===== src/rtl/mnist_frame_loader_pkg.sv =====
// Shared definitions for the MNIST frame RAM: image geometry, header sync bytes
// and the loader state encoding, reused by every frame-RAM client.
package mnist_frame_loader_pkg;

  localparam int IMG_DIM    = 28;
  localparam int NUM_PIXELS = IMG_DIM * IMG_DIM;
  localparam int ADDR_W     = 10;

  localparam logic [7:0] SYNC0 = 8'hA5;
  localparam logic [7:0] SYNC1 = 8'h5A;

  localparam logic [ADDR_W-1:0] LAST_INDEX = ADDR_W'(NUM_PIXELS - 1);

  localparam logic [23:0] TIMEOUT_CYCLES_DEFAULT = 24'd5_000_000;

  typedef enum logic [1:0] {
    S_HUNT0  = 2'd0,
    S_HUNT1  = 2'd1,
    S_PIXELS = 2'd2,
    S_CHECK  = 2'd3
  } loader_state_e;

endpackage


===== src/rtl/mnist_frame_loader_frame_timeout_counter.sv =====
// Idle-gap watchdog: counts enabled cycles since the last clear and flags the
// cycle in which the count sits at TERMINAL-1 with no clear pending.
module frame_timeout_counter #(
  parameter logic [23:0] TERMINAL = 24'd5_000_000
) (
  input  logic clk,
  input  logic reset,
  input  logic clear,
  input  logic enable,
  output logic tc
);

  logic [23:0] cnt_q;
  logic [23:0] cnt_d;

  // Next count: clear wins, otherwise count up while enabled and hold at terminal.
  always_comb begin
    cnt_d = cnt_q;
    if (clear) begin
      cnt_d = 24'd0;
    end else if (enable && (cnt_q != (TERMINAL - 24'd1))) begin
      cnt_d = cnt_q + 24'd1;
    end
  end

  // Counter register.
  always_ff @(posedge clk or posedge reset) begin
    if (reset) begin
      cnt_q <= 24'd0;
    end else begin
      cnt_q <= cnt_d;
    end
  end

  assign tc = enable && !clear && (cnt_q == (TERMINAL - 24'd1));

endmodule


===== src/rtl/mnist_frame_loader.sv =====
// Write-side frame loader: hunts for the A5/5A header, streams 784 pixel bytes
// into Port A of the frame RAM, and publishes frame_ready only after the
// trailing 8-bit checksum matches.
module mnist_frame_loader
  import mnist_frame_loader_pkg::*;
#(
  parameter logic [23:0] TIMEOUT_CYCLES = TIMEOUT_CYCLES_DEFAULT
) (
  input  logic              clk,
  input  logic              reset,
  input  logic [7:0]        rx_data,
  input  logic              rx_valid,
  output logic [ADDR_W-1:0] ram_addr_a,
  output logic [7:0]        ram_data_a,
  output logic              ram_we_a,
  output logic              frame_ready,
  output logic              frame_err,
  output logic              busy,
  output logic [7:0]        frame_count
);

  loader_state_e     state_q, state_d;
  logic [ADDR_W-1:0] index_q, index_d;
  logic [7:0]        csum_q, csum_d;
  logic [ADDR_W-1:0] addr_q, addr_d;
  logic [7:0]        data_q, data_d;
  logic              we_q, we_d;
  logic              frame_ready_q, frame_ready_d;
  logic              frame_err_q, frame_err_d;
  logic              busy_q, busy_d;
  logic [7:0]        frame_count_q, frame_count_d;
  logic              timeout_tc;

  frame_timeout_counter #(
    .TERMINAL (TIMEOUT_CYCLES)
  ) u_timeout (
    .clk    (clk),
    .reset  (reset),
    .clear  (rx_valid || (state_q == S_HUNT0)),
    .enable (state_q != S_HUNT0),
    .tc     (timeout_tc)
  );

  // State and datapath registers; reset abandons any frame in flight.
  always_ff @(posedge clk or posedge reset) begin
    if (reset) begin
      state_q       <= S_HUNT0;
      index_q       <= '0;
      csum_q        <= '0;
      addr_q        <= '0;
      data_q        <= '0;
      we_q          <= 1'b0;
      frame_ready_q <= 1'b0;
      frame_err_q   <= 1'b0;
      busy_q        <= 1'b0;
      frame_count_q <= '0;
    end else begin
      state_q       <= state_d;
      index_q       <= index_d;
      csum_q        <= csum_d;
      addr_q        <= addr_d;
      data_q        <= data_d;
      we_q          <= we_d;
      frame_ready_q <= frame_ready_d;
      frame_err_q   <= frame_err_d;
      busy_q        <= busy_d;
      frame_count_q <= frame_count_d;
    end
  end

  // Next-state logic: a received byte always takes priority over a timeout.
  always_comb begin
    state_d = state_q;
    if (rx_valid) begin
      unique case (state_q)
        S_HUNT0: if (rx_data == SYNC0) state_d = S_HUNT1;
        S_HUNT1: begin
          if (rx_data == SYNC1)      state_d = S_PIXELS;
          else if (rx_data != SYNC0) state_d = S_HUNT0;
        end
        S_PIXELS: if (index_q == LAST_INDEX) state_d = S_CHECK;
        S_CHECK:  state_d = S_HUNT0;
        default:  state_d = S_HUNT0;
      endcase
    end else if (timeout_tc) begin
      state_d = S_HUNT0;
    end
  end

  // Output and datapath logic: pixel writes, checksum accumulation, verdicts.
  always_comb begin
    index_d       = index_q;
    csum_d        = csum_q;
    addr_d        = addr_q;
    data_d        = data_q;
    we_d          = 1'b0;
    frame_ready_d = frame_ready_q;
    frame_err_d   = 1'b0;
    frame_count_d = frame_count_q;
    busy_d        = (state_q != S_HUNT0);
    if (rx_valid) begin
      unique case (state_q)
        S_HUNT1: begin
          if (rx_data == SYNC1) begin
            index_d = '0;
            csum_d  = '0;
          end
        end
        S_PIXELS: begin
          we_d    = 1'b1;
          addr_d  = index_q;
          data_d  = rx_data;
          csum_d  = csum_q + rx_data;
          index_d = (index_q == LAST_INDEX) ? '0 : index_q + 1'b1;
          if (index_q == '0) frame_ready_d = 1'b0;
        end
        S_CHECK: begin
          if (rx_data == csum_q) begin
            frame_ready_d = 1'b1;
            frame_count_d = frame_count_q + 8'd1;
          end else begin
            frame_err_d = 1'b1;
          end
        end
        default: ;
      endcase
    end else if (timeout_tc) begin
      frame_err_d = 1'b1;
    end
  end

  assign ram_addr_a  = addr_q;
  assign ram_data_a  = data_q;
  assign ram_we_a    = we_q;
  assign frame_ready = frame_ready_q;
  assign frame_err   = frame_err_q;
  assign busy        = busy_q;
  assign frame_count = frame_count_q;

endmodule

===== config.mk =====
export PLATFORM = sky130hd
export DESIGN_NAME = mnist_frame_loader
export DESIGN_NICKNAME = d
export VERILOG_FILES = /design/src/rtl/mnist_frame_loader_pkg.sv /design/src/rtl/mnist_frame_loader_frame_timeout_counter.sv /design/src/rtl/mnist_frame_loader.sv
export SDC_FILE = /design/constraint.sdc
export NUM_CORES = 1
export LEC_CHECK = 0
export CORE_UTILIZATION = 45
export DETAILED_ROUTE_END_ITERATION = 8
export PLACE_DENSITY = 0.74
export SYNTH_ARGS = -nofsm -noshare
export SYNTH_HDL_FRONTEND = slang
export SYNTH_SLANG_ARGS = --single-unit

===== constraint.sdc =====
create_clock -name clk -period 3.55 [get_ports clk]
set_clock_uncertainty 0.2 [all_clocks]
set_input_delay 0.71 -clock clk [delete_from_list [all_inputs] [get_ports clk]]
set_output_delay 0.71 -clock clk [all_outputs]
set_load 0.1 [all_outputs]

== Word-level counts from Yosys, hierarchy flattened ==
Cells that the tools add are included.
W data, S select, Z words.
Cells by class
  muxes and demuxes: 23
  reduce and logical (&&, ||, !) cells: 17
  $add $sub $neg: 4
  equality and inequality tests: 16
Operator list (number)
  $mux W24: 2
  $add A24 B1 Y24 const B: 1
  $eq A24 B23 Y1 const B: 1
  $ne A24 B23 Y1 const B: 1
  $mux W10: 2
  $pmux W10 S2: 1
  $pmux W8 S2: 1
  $mux W2: 6
  $add A10 B1 Y10 const B: 1
  $eq A10 B10 Y1 const B: 1
  $logic_not A10 Y1: 1
  $reduce_bool A2 Y1: 5
  $add A8 B1 Y8 const B: 1
  $add A8 B8 Y8: 1
  $eq A8 B7 Y1 const B: 1
  $eq A8 B8 Y1: 1
  $eq A8 B8 Y1 const B: 1
  $mux W1: 8
  $mux W8: 1
  $ne A8 B8 Y1 const B: 1
  $pmux W2 S4: 1
  $reduce_and A4 Y1: 2
  $ne A2 B2 Y1 const B: 3
  $reduce_and A3 Y1: 2
  11 further kinds: 14
Word-level totals
  output and inout port bits: 30
  register bits after elaboration: 74
  word-level logic and storage cells: 71

== Depth between registers and ports, before layout ==
Gate-level depths: netlist of the first run.
  depth in word-level cells: 7
  depth in mapped cells: 6

== Cells and area by module ==
A second synthesis of the first run with hierarchy kept.
Unflattened totals
  cells, all modules: 388
  area total of the unflattened synthesis: 3742.3 µm²
Modules (own cells, without submodules)
  mnist_frame_loader: cells an instance 251, seq. area each 1251.2 µm², instances 1, area each 2477.4 µm²
  frame_timeout_counter: cells an instance 137, seq. area each 600.6 µm², instances 1, area each 1265.0 µm²

== Worst setup path after synthesis of the first run ==
Ideal clock, no wire load.
  kind: input port to flip-flop
  start point: input port rx_data[0]
  end point: register csum_q[6]
  stages on the path: 6
  library setup time: 78 ps
  data arrival time: 2095 ps
  data required time: 3272 ps
  path buffers: 0
  path slack: 1177 ps
  cells stage by stage: ha_1 fa_1 a211oi_1 nor2_1 o311a_1 o2bb2ai_1
On the way
  longest elaborated chain between the ends: 3
  elaborated cells between the ends (all ways): 5
Ends and longest elaborated chain
  from (decl): line mnist_frame_loader.sv:11  | input logic [7:0] rx_data,
  branches (longest 3 deep; another with $add A8 B8 Y8)
  to (signal assigned): line mnist_frame_loader.sv:60  | csum_q <= csum_d;
  to (decl): line mnist_frame_loader.sv:24  | logic [7:0] csum_q, csum_d;
Parallel ways; which one is timed is not known.
A chain may end at the register's enable or synchronous reset.

== Worst setup path after layout of the first run ==
Ends and elaborated chain as after synthesis.

==> results.md, run 1 <==
- Crit path arrival time: ~2.8 ns
- Post-cts resize count: 0
- Cts bufs inserted: 9
- Routed vias: about 3200
- Worst path buffer plus inverter count: 1
- Worst Tran Pin Value: 0.8102 ns
- # setup viols final: 0
- Maxcap violations: 0
- Worst-Skew Late Latency: ~0.35 ns
- GPL Wtd Cong: 0.8672
- Dpl cells: 543
- CTS Sinks: 74
- Simple-Gate Fraction of Synth Area: between 20 and 30%
- Max FO, Critical Path: 4
- Lkg Pwr: around 0.0022 uW
- Clk root buf: clkbuf_8
- Post-synthesis mux area share: roughly 1.3%
- Most common cell after layout, fill and taps aside: dfrtp_1
- Vias in the first global route: just over 3000
- Final Hold Violating Endpoints: 0
- CP max stage delay: between 0.4 and 0.5 ns
- Max VDD drop: around 0.21 mV
- Fillcell total: between 700 and 800
- Met1 WL: approximately 4200 um
- Syn Std Cell Area: 4064 sq um
- Post-synthesis adder-cell area fraction: between 3 and 4%
- Via density per instance: approximately 5.7
- Row cnt: 34
- Synth warnings: 0
- Synth Area in Compound Gates: 15.24%
- Crit path required time: about 3.6 ns
- Ys async rst share: 100.0%
- Final Worst Setup Slack: about 0.81 ns
- Gr usage total: between 10% and 20%
- Detail Route met2 WL: between 4000 and 5000 um
- Unrepaired setup endpoints after global routing: no
- Top Family by Delay on Critical Path: compound AO/OA/AOI/OAI gates
- Syn_area_per_cell: ~9.8 sq um
- Most frequent cells in the layout: dfrtp_1, nand2_1, buf_4
- Number of port buffers: 40
- Postcts setup bufs: 0
- Maximum root-to-sink buffer count: 2
- Antenna violations before repair: 0
- Worst setup EP type: register
- Sequential area share after synthesis: 45.57%
- Achievable Freq: roughly 0.36 GHz
- Routed WL per cell: 15.72 um
- Pre-antenna DRT Iters: 4
- First-pass GRT wire length: around 15000 um
- Storage element area: 1852 sq um
- Hold crit path type: register to register
- XOR/XNOR share of the synthesized area: 3.664%
- Synth Instances: around 410
- Starting Density: 46.60%
- Total congestion overflow: 0
- Number of DRC markers in iteration 0: between 100 and 150
- Final setup TNS: 0 ns
- Area Growth Syn to Fin: 13.67%
- Setup crit start kind: input port
- Non-Filler Instances: ~560
- Hold WS: 0.2779 ns
- Drt total wl: between 8000 and 9000 um
- Slowest stage cell, crit path: clkdlybuf4s50_1
- Die area: 9415 sq um
- Clk slew on worst S/H paths: 0.08 ns
- H-tree depth: 3
- Post-CTS Hold Fix Bufs: 0
- Share of cells above drive strength 1: between 10% and 20%
- Area of the multi-input gates: slightly above 2000 sq um
- Largest family of logic cells by synthesized area: simple AND/OR/NAND/NOR gates
- Synth unique cells: 70
- Status: finished, final reports clean
- Layout Nets: 469
- DRC: 0
- Pins Over Slew Limit: 0
- Pwr/cell area: roughly 390 nW/um^2
- Antenna diodes: 0
- Core area: a little under 9000 sq um
- Largest net degree at the start of global routing: between 40 and 50
- Setup CP Type: input port to register
- Top routing layer used: met4
- Minimum clock period: between 2 and 3 ns
- Ys flop type: dfrtp_1
- DP HPWL: 6132 um
- Routed met3 length: around 340 um
- Syn nets: ~440
- Worst slack, placed: around 0.45 ns
- Crit-path cells: clkdlybuf4s50_1 -> ha_1 -> fa_1 -> a211oi_1 -> nor2_1 -> o311a_1 -> o2bb2ai_1
- Post-synth EDFFs: 0
- Register-to-Register Setup Slack: between 1 and 1.5 ns
- CTS tree: built
- Die W: just under 100 um
- Remaining antenna violation count after routing: 0
- Part of the cycle the worst path needs: slightly below 80%
- Die Y-Extent: just under 100 um
- IO Pins: about 40
- Slew headroom: a little under half
- Post-synthesis register bit count: 74
## where the power goes
group,switching [uW],internal (uW)
registers,16.1,864
clock network,341,331
logic,162,73.7
## cell families (layout without fill, tap and decap cells)
kind of cell | count (synthesis) | count (layout)
AND/OR/NAND/NOR | 185 | 185
buffers and inverters | 31 | 69
flip-flops | 74 | 74
AO/OA/AOI/OAI | 89 | 89
adder cells (fa/ha/maj) | 12 | 12
XOR/XNOR | 17 | 17
multiplexers | 5 | 5
## layout make-up
cell class                      instances  share of cell area (%)
Tap cell                              108                   2.925
Multi-Input combinational cell        308                   44.01
Sequential cell                        74                   40.09
Clock inverter                          7                   1.679
Clock buffer                            9                   2.681
Inverter                               10                  0.8126
Timing Repair Buffer                   43                   7.801
## per-layer routing
layer / global-route usage [%] / vias to the layer above
met1: 27.68 / 1539
met3: 4.118 / 18
met4: 8.037 / 0
li1: - / 1578
met2: 29.85 / 73
met5: 0 / -
## cell usage after synthesis, types with 6 or more instances
library cell	instances	area [sq um]
nand3_1	17	85.08
inv_1	10	37.54
o21ai_0	20	100.1
nand4_1	11	68.82
nand2_1	67	251.5
and3_1	8	50.05
dfrtp_1	74	1852
ha_1	11	137.6
nor3_1	10	50.05
xor2_1	12	105.1
nor2_1	16	60.06
nand2b_1	7	43.79
a21oi_1	22	110.1
buf_6	6	67.56
and4_1	6	52.55
clkbuf_1	7	26.28
## flip-flops by register name, indices dropped and copies added, names as in the netlist
| name | flops |
|---|---|
| ram_addr_a | 10 |
| frame_err | 1 |
| frame_ready | 1 |
| frame_count | 8 |
| ram_we_a | 1 |
| ram_data_a | 8 |
| csum_q | 8 |
| u_timeout.cnt_q | 24 |
| state_q | 2 |
| index_q | 10 |
| busy | 1 |
## worst reg2reg max path, cell delays in order (launching register included)
cell and delay, ns:
dfrtp_1 0.41, ha_1 0.18, and3_1 0.43, nand4_1 0.35
or4_1 0.54, nand3_1 0.10
## per-stage QoR
| step | total power, uW | instance area, sq um | utilization [%] |
|---|---|---|---|
| 5_1_grt | 1869 | 4619 | 52.97 |
| 4_1_cts | 1806 | 4619 | 52.97 |
| 3_3_place_gp | 1128 | 4418 | 50.66 |
| 6_report | 1788 | 4619 | 52.97 |
| 3_5_place_dp | 1132 | 4418 | 50.66 |
| 2_1_floorplan | 1068 | 4064 | - |
## path summary, 6_finish.rpt
kind / start / endpoint / cells after the start
max: rx_data[0] / csum_q[6] / 7
min: ram_data_a[2] / ram_data_a[2] / 2
max reg2reg: u_timeout.cnt_q[0] / frame_err / 5
min reg2reg: ram_data_a[2] / ram_data_a[2] / 2
max in group asynchronous: reset / u_timeout.cnt_q[0] / 3
min in group asynchronous: reset / ram_addr_a[3] / 2
Note: power is estimated with default switching activity, not from simulation.
==> run 2: changes to the inputs <==
==> constraint.sdc (replaced) <==
create_clock -name clk -period 2.9 [get_ports clk]
set_clock_uncertainty 0.2 [all_clocks]
set_input_delay 0.58 -clock clk [delete_from_list [all_inputs] [get_ports clk]]
set_output_delay 0.58 -clock clk [all_outputs]
set_load 0.1 [all_outputs]
==> run 2 against run 1 <==
Flip-flop and latch count is the same. Sequential power grew 23%. Core utilization grew 0.79 points. Power grew 19%. Via count grew 2.8%. Final area grew 1.5%. Combinational power grew 26%. Clock power grew 11%. Worst setup slack lost 0.43 ns. Critical path type unchanged. Critical endpoint unchanged. Largest cell class unchanged. Largest power group unchanged. Highest routed layer unchanged.
==> results.md, run 2 (synthesis results as in run 1) <==
- Status: finished, final reports clean
- Setup crit start kind: input port
- Met2 Resource Use GR: 29.69% (-0.16 points)
- Part of the power in registers: 50.9% (+1.6 points)
- Clk slew on worst S/H paths: 0.08 ns (about the same)
- Die W: 97.03 um (unchanged)
- CP Launch Point: rx_data[0]
- Achievable Freq: between 0.3 and 0.4 GHz
- Register-to-Register Setup Slack: 0.67 ns (-0.61 ns)
- DP HPWL: 6403 um (+4.4%)
- Routed vias: 3298 (+2.8%)
- Antenna diodes: 0 (unchanged)
- Minimum clock period: about 2.5 ns
- Reg-to-Reg End: frame_err
- Comb pwr share: 14.0% (+0.8 points)
- GRT busiest layer: met2
- Internal power: 1491 uW (+18%)
- Setup CP Type: input port to register
- GPL Wtd Cong: 0.8477 (-2.2%)
- Total congestion overflow: 0 (unchanged)
- CTS Sinks: 74 (unchanged)
- Row cnt: 34 (unchanged)
- Most common cell after layout, fill and taps aside: dfrtp_1
- Starting Density: 46.60% (unchanged)
- Clk root buf: clkbuf_8
- IO Pins: 41 (unchanged)
- Unrepaired setup endpoints after global routing: no
- # setup viols final: 0 (unchanged)
- Core area: 8721 sq um (unchanged)
- Fillcell total: 747 (-3.6%)
- Dpl cells: 555 (+2.2%)
- Max FO, Critical Path: 4 (unchanged)
- Die area: 9415 sq um (unchanged)
- Die Y-Extent: 97.03 um (unchanged)
- Postcts setup bufs: 0 (unchanged)
- Largest net degree at the start of global routing: 40 (-18%)
- Hold crit path type: register to register
- Storage element area: 1852 sq um (unchanged)
- Maximum root-to-sink buffer count: 2 (unchanged)
- Part of the cycle the worst path needs: between 80% and 90%
- GR Util met3: 2.890% (-1.2 points)
- Antenna violations before repair: 0 (unchanged)
- Share of cells above drive strength 1: 17.49% (+2.2 points)
- Via density per instance: 5.776 (+0.64%)
- Setup crit end: csum_q[6]
- Area Growth Syn to Fin: 15.36%
- Worst setup EP type: register
- Cell count of the worst reg-to-reg path: 5 (unchanged)
- H-tree depth: 3 (unchanged)
- Max FFs per register: 24 (unchanged)
- Most frequent cells in the layout: dfrtp_1, nand2_1, buf_4
- Max VDD drop: 0.2242 mV (+8.0%)
- Non-Filler Instances: 571 (+2.1%)
- First-pass GRT wire length: 15010 um (about the same)
- Power Total: 2119 uW (+19%)
- Worst Tran Pin Value: 0.7887 ns (-0.02155 ns)
- Clock share of power: 35.0% (-2.6 points)
- Pre-antenna DRT Iters: 4 (unchanged)
- Pins Over Slew Limit: 0 (unchanged)
- Lkg Pwr: 0.002231 uW (+2.1%)
- Crit path arrival time: 2.61 ns (-0.21 ns)
- Remaining antenna violation count after routing: 0 (unchanged)
- FF-to-FF Start: u_timeout.cnt_q[0]
- Slew headroom: 47.39% (+1.4 points)
- Drt total wl: 8852 um (+0.74%)
- Sw Pwr: 627.9 uW (+21%)
- Gr usage total: 19.77% (about the same)
- Top reg by flops: u_timeout.cnt_q
- Number of DRC markers in iteration 0: 161 (+22%)
- Vias in the first global route: 3053 (-0.033%)
- Crit path required time: 2.99 ns (-0.64 ns)
- CTS tree: built
- Routed WL per cell: 15.50 um (-1.4%)
- DRC: 0 (unchanged)
- Area of the multi-input gates: 2033 sq um (unchanged)
- Number of port buffers: 40 (unchanged)
- Cts bufs inserted: 9 (unchanged)
- Post-CTS Hold Fix Bufs: 0 (unchanged)
- Worst-Skew Late Latency: 0.36 ns (about the same)
- Final setup TNS: 0 ns (unchanged)
- Post-cts resize count: 0 (unchanged)
- Maxcap violations: 0 (unchanged)
- Final Hold Violating Endpoints: 0 (unchanged)
- Met1 usage: 28.32% (+0.63 points)
- Switching portion of total power: 29.63% (+0.61 points)
- Pwr/cell area: 452.0 nW/um^2 (+17%)
- Layout Nets: 481 (+2.6%)
-- run 2: cell types whose count changed in the layout (fill, tap and decap cells not counted) --
cell	delta
buf_4	+12
inv_6	-2
bufinv_16	-1
clkbuf_8	+1
clkinv_2	+1
clkinvlp_4	+1
-- run 2: area by class of cell --
class / count / share of cell area, %
multi-input cells: 308 / 43.37
flip-flops and latches: 74 / 39.50
repair buffers: 55 / 9.608
clock buffers: 10 / 2.936
well taps: 108 / 2.882
clock inverters: 6 / 0.9074
inverters: 10 / 0.8006
-- run 2: worst min path at each step --
stage	from	end	cells after the start
3_5_place_dp	ram_addr_a[5]	ram_addr_a[5]	2
6_report	ram_addr_a[5]	ram_addr_a[5]	2
3_3_place_gp	ram_addr_a[3]	ram_addr_a[3]	2
2_1_floorplan	csum_q[3]	csum_q[3]	1
4_1_cts	frame_count[7]	frame_count[7]	1
5_1_grt	ram_addr_a[7]	ram_addr_a[7]	2
-- run 2: metal layers --
layer | vias to the layer above | wire (um)
li1 | 1596 | -
met1 | 1592 | 4191
met2 | 95 | 4029
met3 | 15 | 448
met4 | 0 | 182
met5 | - | 0
-- run 2: per-stage QoR --
stage          util, %  worst slack [ns]  instance area (sq um)  hold WS (ns)
2_1_floorplan        -            0.2384                   4064        0.2601
3_3_place_gp     51.69           0.09946                   4508        0.2599
3_5_place_dp     51.69           0.06282                   4508        0.2648
4_1_cts          53.76            0.4204                   4688        0.2772
5_1_grt          53.76            0.2401                   4688        0.3033
6_report         53.76            0.3758                   4688        0.2767
-- run 2: power by group through the flow --
stage	clock (uW)	sequential [uW]	combinational, uW
2_1_floorplan	0	1180	128
3_3_place_gp	0	1100	294
3_5_place_dp	0	1100	298
4_1_cts	759	1080	299
5_1_grt	797	1080	321
6_report	743	1080	298
-- run 2: critical path, stage by stage --
cell	delay, ns
clkdlybuf4s50_1	0.48
ha_1	0.28
fa_1	0.40
a211oi_1	0.31
nor2_1	0.11
o311a_1	0.33
o2bb2ai_1	0.12
==> run 3: changes to the inputs <==
--- a/config.mk
+++ b/config.mk
@@ -7,7 +7,9 @@
 export LEC_CHECK = 0
 export CORE_UTILIZATION = 45
 export DETAILED_ROUTE_END_ITERATION = 8
-export PLACE_DENSITY = 0.74
+export DONT_BUFFER_PORTS = 1
+export GPL_TIMING_DRIVEN = 0
+export PLACE_DENSITY = 0.69
 export SYNTH_ARGS = -nofsm -noshare
 export SYNTH_HDL_FRONTEND = slang
 export SYNTH_SLANG_ARGS = --single-unit
==> run 3 against run 2 <==
Die area is the same. Sequential share of layout area grew 2.6 points. Final area shrank 6.1%. Largest power group unchanged.
==> results.md, run 3 (synthesis results as in run 1) <==
- Status: finished, final reports clean
- Number of port buffers: 0 (-100%)
- Total congestion overflow: 0 (unchanged)
- Core area: 8721 sq um (unchanged)
- Die W: 97.03 um (unchanged)
- Crit path required time: 2.89 ns (-0.10 ns)
- GPL Wtd Cong: 0.8173 (-3.6%)
- Fillcell total: 792 (+6.0%)
- Die area: 9415 sq um (unchanged)
- H-tree depth: 3 (unchanged)
- Worst path buffer plus inverter count: 0 (-1)
- Routed WL per cell: 16.40 um (+5.8%)
- Max VDD drop: 0.2192 mV (-2.2%)
- Crit-path cells: ha_1 -> nor4_2 -> nand4_2 -> nor3_1 -> xor2_1
- Vias in the first global route: 2981 (-2.4%)
- Row cnt: 34 (unchanged)
- Routed vias: 3166 (-4.0%)
- Non-Filler Instances: 539 (-5.6%)
- Top reg by flops: u_timeout.cnt_q
- Crit path arrival time: 2.34 ns (-0.27 ns)
- Number of DRC markers in iteration 0: 107 (-34%)
- Clk slew on worst S/H paths: 0.09 ns (about the same)
- Pwr/cell area: 468.7 nW/um^2 (+3.7%)
- First-pass GRT wire length: 14920 um (-0.55%)
- Most common cell after layout, fill and taps aside: dfrtp_1
- Dpl cells: 522 (-5.9%)
- Pre-antenna DRT Iters: 4 (unchanged)
- # setup viols final: 0 (unchanged)
- Worst Tran Pin Value: 1.039 ns (+0.2507 ns)
- Final Hold Violating Endpoints: 0 (unchanged)
- Hold WS: 0.1277 ns (-0.1490 ns)
- DP HPWL: 6214 um (-2.9%)
- Maximum root-to-sink buffer count: 2 (unchanged)
- Drt total wl: 8839 um (-0.15%)
- Die Y-Extent: 97.03 um (unchanged)
- Largest net degree at the start of global routing: 40 (unchanged)
- Storage element area: 1852 sq um (unchanged)
- Placement Cell Area: 4222 sq um (-6.4%)
- Max FFs per register: 24 (unchanged)
- Area Growth Syn to Fin: 8.344%
- Hold crit path type: input port to register
- Clk root buf: clkbuf_8
- Antenna diodes: 0 (unchanged)
- IO Pins: 41 (unchanged)
- Minimum clock period: 2.350 ns (-0.1746 ns)
- Achievable Freq: 0.4256 GHz (+7.4%)
- Pins Over Slew Limit: 0 (unchanged)
- Part of the cycle the worst path needs: 81.02% (-6.0 points)
- Final setup TNS: 0 ns (unchanged)
- Starting Density: 46.60% (unchanged)
- Layout Nets: 449 (-6.7%)
- Slew headroom: 30.71% (-17 points)
- Slowest stage cell, crit path: nor4_2
- Share of cells above drive strength 1: 11.14% (-6.4 points)
- Remaining antenna violation count after routing: 0 (unchanged)
- Most frequent cells in the layout: dfrtp_1, nand2_1, a21oi_1
- Area of the multi-input gates: 2033 sq um (unchanged)
- Gr usage total: 19.72% (-0.050 points)
- Design area: 4403 sq um (-6.1%)
- Setup CP Type: register to register
- Unrepaired setup endpoints after global routing: no
- Maxcap violations: 0 (unchanged)
- Max FO, Critical Path: 9 (+5)
- Setup crit start kind: register
- DRC: 0 (unchanged)
- Antenna violations before repair: 0 (unchanged)
- Via density per instance: 5.874 (+1.7%)
- CP max stage delay: 0.43 ns (-0.05 ns)
- CTS tree: built
- Worst-Skew Late Latency: 0.35 ns (about the same)
- Worst setup EP type: register
- Lkg Pwr: 0.002046 uW (-8.3%)
- Final Core Density: 50.49% (-3.3 points)
- Top Family by Delay on Critical Path: simple AND/OR/NAND/NOR gates
- CTS Sinks: 74 (unchanged)
- Cts bufs inserted: 9 (unchanged)
-- run 3: final timing paths --
check | slack, ns | cells past startpoint | startpoint | endpoint
hold / removal | 0.13 | 2 | rx_data[2] | ram_data_a[2]
max in group asynchronous | 1.40 | 3 | reset | u_timeout.cnt_q[0]
setup reg to reg | 0.55 | 5 | csum_q[2] | frame_count[5]
setup / recovery | 0.55 | 5 | csum_q[2] | frame_count[5]
min in group asynchronous | 0.52 | 2 | reset | index_q[8]
hold reg to reg | 0.31 | 1 | csum_q[6] | csum_q[6]
-- run 3: layer usage --
layer / share of wire [%] / up-vias / global-route usage, %
met5: 0 / - / 0
met4: 0.95 / 0 / 5.052
met3: 3.3 / 6 / 5.491
met2: 49 / 49 / 31.15
met1: 46 / 1571 / 26.75
li1: - / 1540 / -
-- run 3: worst register-to-register path, stage by stage (launching register included) --
cell and delay, ns:
dfrtp_1 0.39, ha_1 0.37, nor4_2 0.43, nand4_2 0.38
nor3_1 0.33, xor2_1 0.10
-- run 3: stage by stage --
| stage | total power, uW | setup WS [ns] |
|---|---|---|
| after global placement | 1338 | -0.6224 |
| after global routing | 2151 | 0.3909 |
| final | 2064 | 0.5504 |
| after detailed placement | 1348 | 0.3733 |
| after floorplan | 1307 | 0.2384 |
| after CTS | 2090 | 0.5566 |
-- run 3: layout make-up --
| cell class | instances | area share (%) |
|---|---|---|
| Multi-Input combinational cell | 308 | 46.18 |
| Sequential cell | 74 | 42.06 |
| Clock buffer | 12 | 3.296 |
| Buffer | 21 | 3.211 |
| Tap cell | 108 | 3.069 |
| Inverter | 10 | 0.9093 |
| Timing Repair Buffer | 2 | 0.6820 |
| Clock inverter | 4 | 0.5968 |
-- run 3: what timing repair did --
action	CTS	global route
gates resized for setup	0	0
buffers inserted	0	0
hold endpoints to repair	35	0
hold buffers	1	0
-- run 3: report_power, final --
part | internal, uW | total, uW | switching, uW
registers | 1060 | 1160 | 107
logic | 67.5 | 166 | 98.1
clock network | 335 | 735 | 400
total | 1460 | 2060 | 605
